**src/rtl/mux_16x1_pkg.sv**
```systemverilog
// Shared types and the round-robin pick function for the 16-way lane arbiter.
package mux_16x1_pkg;

  localparam int N_CH  = 16;
  localparam int SEL_W = 4;

  typedef enum logic [1:0] {
    IDLE    = 2'd0,
    GRANT   = 2'd1,
    RELEASE = 2'd2
  } arb_state_t;

  typedef struct packed {
    logic             any;
    logic [SEL_W-1:0] idx;
  } rr_pick_t;

  // Scanning from the far end and overwriting leaves the first hit at or after ptr.
  function automatic rr_pick_t rr_pick(input logic [N_CH-1:0]  req,
                                       input logic [SEL_W-1:0] ptr);
    rr_pick_t         res;
    logic [SEL_W-1:0] cand;
    // NOTE: every local gets a value before any conditional write, so no latch can be inferred.
    res  = '0;
    cand = '0;
    for (int i = N_CH - 1; i >= 0; i--) begin
      cand = ptr + SEL_W'(i);
      if (req[cand]) begin
        res.any = 1'b1;
        res.idx = cand;
      end
    end
    return res;
  endfunction

endpackage

```
**src/rtl/mux_16x1.sv**
```systemverilog
// Plain 16:1 bit multiplexer; the arbiter drives its select.
module mux_16x1
  import mux_16x1_pkg::*;
(
  input  logic [N_CH-1:0]  in,
  input  logic [SEL_W-1:0] select,
  output logic             out
);

  assign out = in[select];

endmodule

```
**src/rtl/mux_16x1_rr_arbiter.sv**
```systemverilog
// Round-robin arbiter sharing one mux_16x1 lane among 16 requesters, with
// release on done, request withdrawal, or a hold-time limit.
module mux_16x1_rr_arbiter
  import mux_16x1_pkg::*;
#(
  parameter int HOLD_MAX = 8
) (
  input  logic              clk,
  input  logic              rst,
  input  logic [N_CH-1:0]   req,
  input  logic              done,
  input  logic [N_CH-1:0]   data_in,
  output logic [N_CH-1:0]   grant,
  output logic [SEL_W-1:0]  select,
  output logic              data_out,
  output logic              data_valid,
  output logic              busy,
  output logic              timeout
);

  localparam int              HC_W      = (HOLD_MAX > 1) ? $clog2(HOLD_MAX) : 1;
  localparam logic [HC_W-1:0] HOLD_LAST = HC_W'(HOLD_MAX - 1);

  arb_state_t       state_q;
  logic [N_CH-1:0]  grant_q;
  logic [SEL_W-1:0] select_q;
  logic [SEL_W-1:0] ptr_q;
  logic [HC_W-1:0]  hold_cnt_q;
  logic             timeout_q;

  rr_pick_t pick;
  logic     hold_hit;
  logic     owner_req;
  logic     exit_grant;
  logic     mux_out;

  assign pick       = rr_pick(req, ptr_q);
  assign hold_hit   = (hold_cnt_q == HOLD_LAST);
  assign owner_req  = req[select_q];
  assign exit_grant = done | ~owner_req | hold_hit;

  // NOTE: state uses non-blocking assignments so every register sees pre-edge values.
  always_ff @(posedge clk) begin
    if (rst) begin
      state_q    <= IDLE;
      grant_q    <= '0;
      select_q   <= '0;
      ptr_q      <= '0;
      hold_cnt_q <= '0;
      timeout_q  <= 1'b0;
    end else begin
      timeout_q <= 1'b0;
      case (state_q)
        IDLE: begin
          if (pick.any) begin
            grant_q    <= N_CH'(1) << pick.idx;
            select_q   <= pick.idx;
            ptr_q      <= pick.idx + SEL_W'(1);
            hold_cnt_q <= '0;
            state_q    <= GRANT;
          end
        end
        GRANT: begin
          hold_cnt_q <= hold_cnt_q + HC_W'(1);
          if (exit_grant) begin
            grant_q   <= '0;
            // A timeout is flagged only when the hold limit was the sole cause.
            timeout_q <= hold_hit & ~done & owner_req;
            state_q   <= RELEASE;
          end
        end
        RELEASE: state_q <= IDLE;
        default: state_q <= IDLE;
      endcase
    end
  end

  mux_16x1 u_mux (
    .in     (data_in),
    .select (select_q),
    .out    (mux_out)
  );

  assign grant      = grant_q;
  assign select     = select_q;
  assign data_valid = (state_q == GRANT);
  assign busy       = (state_q != IDLE);
  assign timeout    = timeout_q;
  assign data_out   = mux_out & data_valid;

endmodule

```
**config.mk**
```make
export PLATFORM = sky130hd
export DESIGN_NAME = mux_16x1_rr_arbiter
export DESIGN_NICKNAME = d
export VERILOG_FILES = /design/src/rtl/mux_16x1_pkg.sv /design/src/rtl/mux_16x1.sv /design/src/rtl/mux_16x1_rr_arbiter.sv
export SDC_FILE = /design/constraint.sdc
export NUM_CORES = 1
export LEC_CHECK = 0
export CAP_MARGIN = 0
export CORE_UTILIZATION = 55
export DETAILED_ROUTE_END_ITERATION = 10
export PLACE_DENSITY_LB_ADDON = 0.1
export SETUP_SLACK_MARGIN = 0.15
export SLEW_MARGIN = 15
export SYNTH_ARGS = -nofsm -noshare
export SYNTH_HDL_FRONTEND = slang
export SYNTH_SLANG_ARGS = --single-unit
```
**constraint.sdc**
```tcl
create_clock -name clk -period 11.83 [get_ports clk]
set_input_delay 2.9575 -clock clk [delete_from_list [all_inputs] [get_ports clk]]
set_output_delay 2.9575 -clock clk [all_outputs]
set_load 0.05 [all_outputs]
```
==> qor.yml, run 1 <==
worst_setup_path:
  reg2reg_to: "grant[13]"
  ff2ff_path_depth: 10
  cp-end-kind: "primary output"
  crit_family: "buffers and inverters"
  critical_path_arrival_ns: 5.15
  reg2reg_from: "ptr_q[0]"
  path_cells: "clkdlybuf4s50_1, mux4_2, mux4_2, and2_1, clkdlybuf4s50_1"
  slowest_delay_ns: 0.70
  worst-path-buf-inv: 2
  crit_path_top_delay_cell: "clkdlybuf4s50_1"
  worst-path-max-fanout: 1
  start_kind: "primary input"
  cp_data_required_time_ns: 8.87
  r2r_slack_ns: 6.10
  path_class: "in -> out"
cts:
  cts_resized: 0
  worstSkewPairLatency_ns: 0.28
  cts_buffers: 5
  path_clk_slew_ns: 0.06
  cts_setup_buffers: 0
  clk_path_buf_depth: 2
  clock_sinks: 30
  ctsHoldBuffers: 0
  cts_root_buf: "clkbuf_8"
  h-tree-depth: 2
  cts_tree: "yes"
timing:
  setup_viol: 0
  drv_slew: 0
  skew_ns: 0.00710
  finalCritPeriodShare_pct: 68.5
  holdWs_ns: 0.451
  hold_viol_final: 0
  relSlewSlack_pct: 22.7
  rsz0062_at_grt: "no"
  tns_ns: 0
  worst_slack_ns: 3.72
  max_freq_ghz: 0.123
  period_minus_slack_ns: 8.11
  tightest_slew_ns: 1.15
floorplan:
  die_h_um: 88.2
  dieArea_sq_um: 7780
  pin_count: 59
  die_w_um: 88.2
  core_sq_um: 7210
  start_util_pct: 56.7
  std_cell_rows: 31
hold_path:
  min_from: "grant[1]"
  hold_end: "grant[1]"
  hold_depth: 2
  worstHoldPathType: "reg -> reg"
synth:
  synth_nets: 456
  synth_simple_gate_area_share_pct: 16.6
  synthFlopType: "dfxtp_1"
  synth-seq-cells: 30
  synth_edf_count: 0
  ys.warnings.count: 0
  avgSynthCellArea_sq_um: 9.95
  synth_cells: 411
  synthAdderAreaFrac_pct: 3.06
  synth.cell_area_sq_um: 4090
  synth_top_family_by_area: "multiplexers"
  muxShareOfSynthArea_pct: 36.7
  ys_seq_area_share_pct: 14.7
  synth_cell_type_count: 78
  synthXorXnorAreaFrac_pct: 3.37
  synth_async_sr_flop_share_pct: 0
  synth_compound_area_share_pct: 18.5
detailed_routing:
  wl_per_cell_um: 20.3
  via_count: 3751
  wl_mm: 11.2
  drt-pass1-iter-count: 5
  ant_nets: 0
  drc: 0
  drtIter0Drc: 293
  via_per_inst: 6.81
pwr:
  ir_drop_uv: 146
  power.density_nw_per_um2: 296
  p_leak_nw: 1.67
  total_power_mw: 1.39
final_layout:
  design_area_sq_um: 4680
  final_util_pct: 64.9
  syn_to_final_growth_pct: 14.4
  antenna_cells: 0
  final_layout_size_suffix_gt1_share_pct: 16.8
  stdcell_count: 551
  nNetsFinal: 496
global_routing:
  antenna_found_initial: 0
  grt_usage_pct: 29.7
  grt_pass1_wl_mm: 17.5
  grt_max_degree: 33
  grt_pass1_vias: 3393
  gr-total-overflow: 0
placed_design:
  dp_hpwl_mm: 8.13
  placedInstanceArea_sq_um: 4590
  io_buffer_count: 58
  dp_cells: 543
  place_ws_ns: 3.71
  gp_congestion: 1.02
outcome:
  status: "completed"
job:
  drv_cap: 0
layer usage:
metal / global-route usage, % / wire, um / up-vias
li1: - / - / 1725
met1: 42.5 / 4710 / 1816
met2: 46.6 / 5300 / 179
met3: 5.32 / 923 / 31
met4: 7.62 / 237 / 0
met5: 0 / 0 / -
Yosys cell counts (5+ instances only):
master	n	share of area, %
a21oi_1	37	4.5
nor2_1	36	3.3
mux4_2	34	19
dfxtp_1	30	15
nand2_1	30	2.8
mux2i_1	23	5.6
inv_1	13	1.2
mux4_1	13	8.4
clkbuf_1	11	1.0
mux2_2	11	3.0
ha_1	10	3.1
xnor2_1	10	2.1
o21ai_0	8	0.98
a211oi_1	7	1.3
nand3_1	6	0.73
nand4b_1	6	1.3
nor3b_1	6	1.1
a211o_1	5	1.1
buf_6	5	1.4
clkbuf_8	5	1.7
nor4_1	5	0.76
o31ai_1	5	0.92
power by group:
group,internal (mW),switching (mW)
Combinational,0.475,0.673
Clock,0.0468,0.0373
Sequential,0.123,0.0298
Total,0.645,0.741
worst reg2reg max path, cell delays in order (launching register included):
cell,delay (ns)
dfxtp_1,0.30
buf_4,0.37
clkinv_1,0.43
ha_1,0.91
mux4_2,0.67
mux4_2,0.61
nor4_1,0.48
a41oi_2,0.51
o21ai_1,1.07
nand2_1,0.15
a21oi_1,0.17
state kept, by name, summed over array words and instances (netlist names):
name        cells
grant          16
timeout         1
hold_cnt_q      3
state_q         2
select          4
ptr_q           4
layout make-up:
type,count,area (sq um)
multi-input cells,338,3200
fillers,632,2530
repair buffers,62,611
flip-flops and latches,30,601
well taps,99,124
clock buffers,7,86.3
inverters,14,52.6
clock inverters,1,5.00
cells by family (layout without fill, tap and decap cells):
family / after synthesis / count (layout)
buf+inv: 43 / 84
mux: 83 / 83
flops: 30 / 30
fa+ha+maj: 10 / 10
simple gates: 126 / 126
compound gates: 105 / 105
xor+xnor: 14 / 14
how the worst max path moves through the flow:
stage                            from        to  slack (ns)  cells past startpoint
after floorplan           data_in[15]  data_out        4.70                      3
after global placement    data_in[15]  data_out        3.75                      5
after detailed placement   data_in[3]  data_out        3.71                      5
after CTS                  data_in[3]  data_out        3.71                      5
after global routing       data_in[3]  data_out        3.66                      5
final                      data_in[3]  data_out        3.72                      5
cells in the final DEF, fill, tap and decap left out, types with 5 or more instances in the layout:
master and n:
ha_1 10, nor3b_1 6, nor4_1 5, clkdlybuf4s50_1 58
mux2_2 11, nand2_1 30, mux4_2 34, clkbuf_8 6
nand3_1 6, mux4_1 13, a211o_1 5, inv_1 13
o31ai_1 5, o21ai_0 8, a21oi_1 37, mux2i_1 23
dfxtp_1 30, nand4b_1 6, xnor2_1 10, a211oi_1 7
nor2_1 36
Note: power is estimated with default switching activity, not from simulation.
==> run 2, diff against run 1 <==
CORE_UTILIZATION = 51   (was 55)
clock period = 7.12 ns   (was 11.83 ns; I/O delays follow)
==> run 2 against run 1 <==
- sequential share of layout area fell by 0.051 points
- clock power rose by 69%
- clock skew fell by 0.0053 ns
- non-clock buffer count rose by 2
- routed wire length rose by 1.7%
- sequential power rose by 67%
- clock-buffer cell count did not move
- design area rose by 0.40%
- die area rose by 7.7%
- first-iteration DRC count rose by 12%
- via count rose by 0.53%
==> qor.yml, run 2 (synthesized netlist as in run 1, its figures left out) <==
placed_design:
  io_buffer_count: 58
  place_ws_ns: 1.35
  gp_congestion: 0.928
  dp_hpwl_mm: 8.37
global_routing:
  grt_usage_pct: 28.1
  grt_max_degree: 33
  grt_pass1_vias: 3551
  grt_pass1_wl_mm: 18.7
  antenna_found_initial: 0
  gr-total-overflow: 0
outcome:
  status: "completed"
cts:
  clock_sinks: 30
  cts_tree: "yes"
  h-tree-depth: 2
  cts_resized: 0
  cts_setup_buffers: 0
  clk_path_buf_depth: 2
  path_clk_slew_ns: 0.06
  ctsHoldBuffers: 0
  cts_root_buf: "clkbuf_8"
  worstSkewPairLatency_ns: 0.28
  cts_buffers: 5
detailed_routing:
  via_per_inst: 6.78
  wl_mm: 11.4
  ant_nets: 0
  drc: 0
  via_count: 3771
  drtIter0Drc: 328
  wl_per_cell_um: 20.4
  drt-pass1-iter-count: 6
timing:
  tns_ns: 0
  relSlewSlack_pct: 26.1
  skew_ns: 0.00176
  period_minus_slack_ns: 5.76
  tightest_slew_ns: 1.11
  setup_viol: 0
  rsz0062_at_grt: "no"
  worst_slack_ns: 1.36
  hold_viol_final: 0
  drv_slew: 0
  finalCritPeriodShare_pct: 80.9
  max_freq_ghz: 0.174
pwr:
  p_leak_nw: 1.68
  ir_drop_uv: 218
  power.density_nw_per_um2: 492
  p_switching_mw: 1.23
  swShare_pct: 53.3
  internal_power_mw: 1.08
  combinationalPowerShare_pct: 82.8
  seq_power_share_pct: 11.1
  clkPwrFrac_pct: 6.1
floorplan:
  core_sq_um: 7730
  die_w_um: 91.5
  die_h_um: 91.5
  pin_count: 59
  start_util_pct: 52.9
  std_cell_rows: 32
  dieArea_sq_um: 8380
final_layout:
  layout_commonest_cell: "clkdlybuf4s50_1"
  syn_to_final_growth_pct: 14.9
  layout_common_cells: "clkdlybuf4s50_1, a21oi_1, nor2_1"
  final_layout_size_suffix_gt1_share_pct: 17.2
  largest_reg_flops: 16
  antenna_cells: 0
  nNetsFinal: 498
worst_setup_path:
  worst-path-max-fanout: 1
  cp_data_required_time_ns: 5.34
  slowest_delay_ns: 0.70
  critical_path_arrival_ns: 3.98
  crit_path_top_delay_cell: "clkdlybuf4s50_1"
  reg2reg_from: "ptr_q[1]"
  cp-end-kind: "primary output"
  path_cells: "clkdlybuf4s50_1, mux4_2, mux4_2, and2_1, clkdlybuf4s50_1"
  path_class: "in -> out"
  startpoint: "data_in[4]"
  start_kind: "primary input"
job:
  drv_cap: 0
hold_path:
  worstHoldPathType: "reg -> reg"
  min_from: "grant[5]"
-- run 2: cell count changes in the layout (fill, tap and decap cells not counted), sizes merged --
cell | previous run | this run
buf | 4 | 6
-- run 2: area by class of cell --
| class | instances | area (sq um) |
|---|---|---|
| Multi-Input combinational cell | 338 | 3200 |
| Clock buffer | 7 | 86.3 |
| Sequential cell | 30 | 601 |
| Inverter | 14 | 52.6 |
| Clock inverter | 1 | 5.00 |
| Fill cell | 645 | 3030 |
| Timing Repair Buffer | 64 | 626 |
| Tap cell | 102 | 128 |
-- run 2: worst paths after layout --
path,to,slack [ns],cells after the start
setup / recovery,data_out,1.36,5
hold / removal,grant[5],0.45,2
setup reg to reg,grant[15],1.90,16
hold reg to reg,grant[5],0.45,2
-- run 2: routing by layer --
layer / routed length [um] / part of all wire (%) / track usage [%] / vias to the layer above
met1: 5090 / 45 / 40.8 / 1842
met4: 228 / 2.0 / 6.88 / 0
met3: 734 / 6.5 / 3.60 / 24
met2: 5310 / 47 / 44.4 / 182
li1: - / - / - / 1723
met5: 0 / 0 / 0 / -
-- run 2: power groups by stage --
stage | logic, mW | registers (mW) | clock network [mW]
after floorplan | 1.47 | 0.320 | 0
after detailed placement | 1.86 | 0.261 | 0
after global placement | 1.85 | 0.259 | 0
after CTS | 1.87 | 0.258 | 0.146
final | 1.91 | 0.256 | 0.142
after global routing | 2.04 | 0.265 | 0.155
-- run 2: critical path: cells and delay by family --
kind	cells	cell delay [ns]
buffers and inverters	2	1.11
AND/OR/NAND/NOR	1	0.16
multiplexers	2	0.92
-- run 2: stage by stage --
| stage | instance area [sq um] | power, mW | util (%) | instances | hold slack (ns) |
|---|---|---|---|---|---|
| final | 4700 | 2.31 | 60.8 | 556 | 0.453 |
| after global routing | 4700 | 2.46 | 60.8 | 556 | 0.473 |
| after CTS | 4700 | 2.28 | 60.8 | 556 | 0.457 |
| after detailed placement | 4610 | 2.12 | 59.6 | 548 | 0.448 |
| after global placement | 4610 | 2.11 | 59.6 | 548 | 0.444 |
| after floorplan | 4090 | 1.79 | - | 411 | 0.484 |
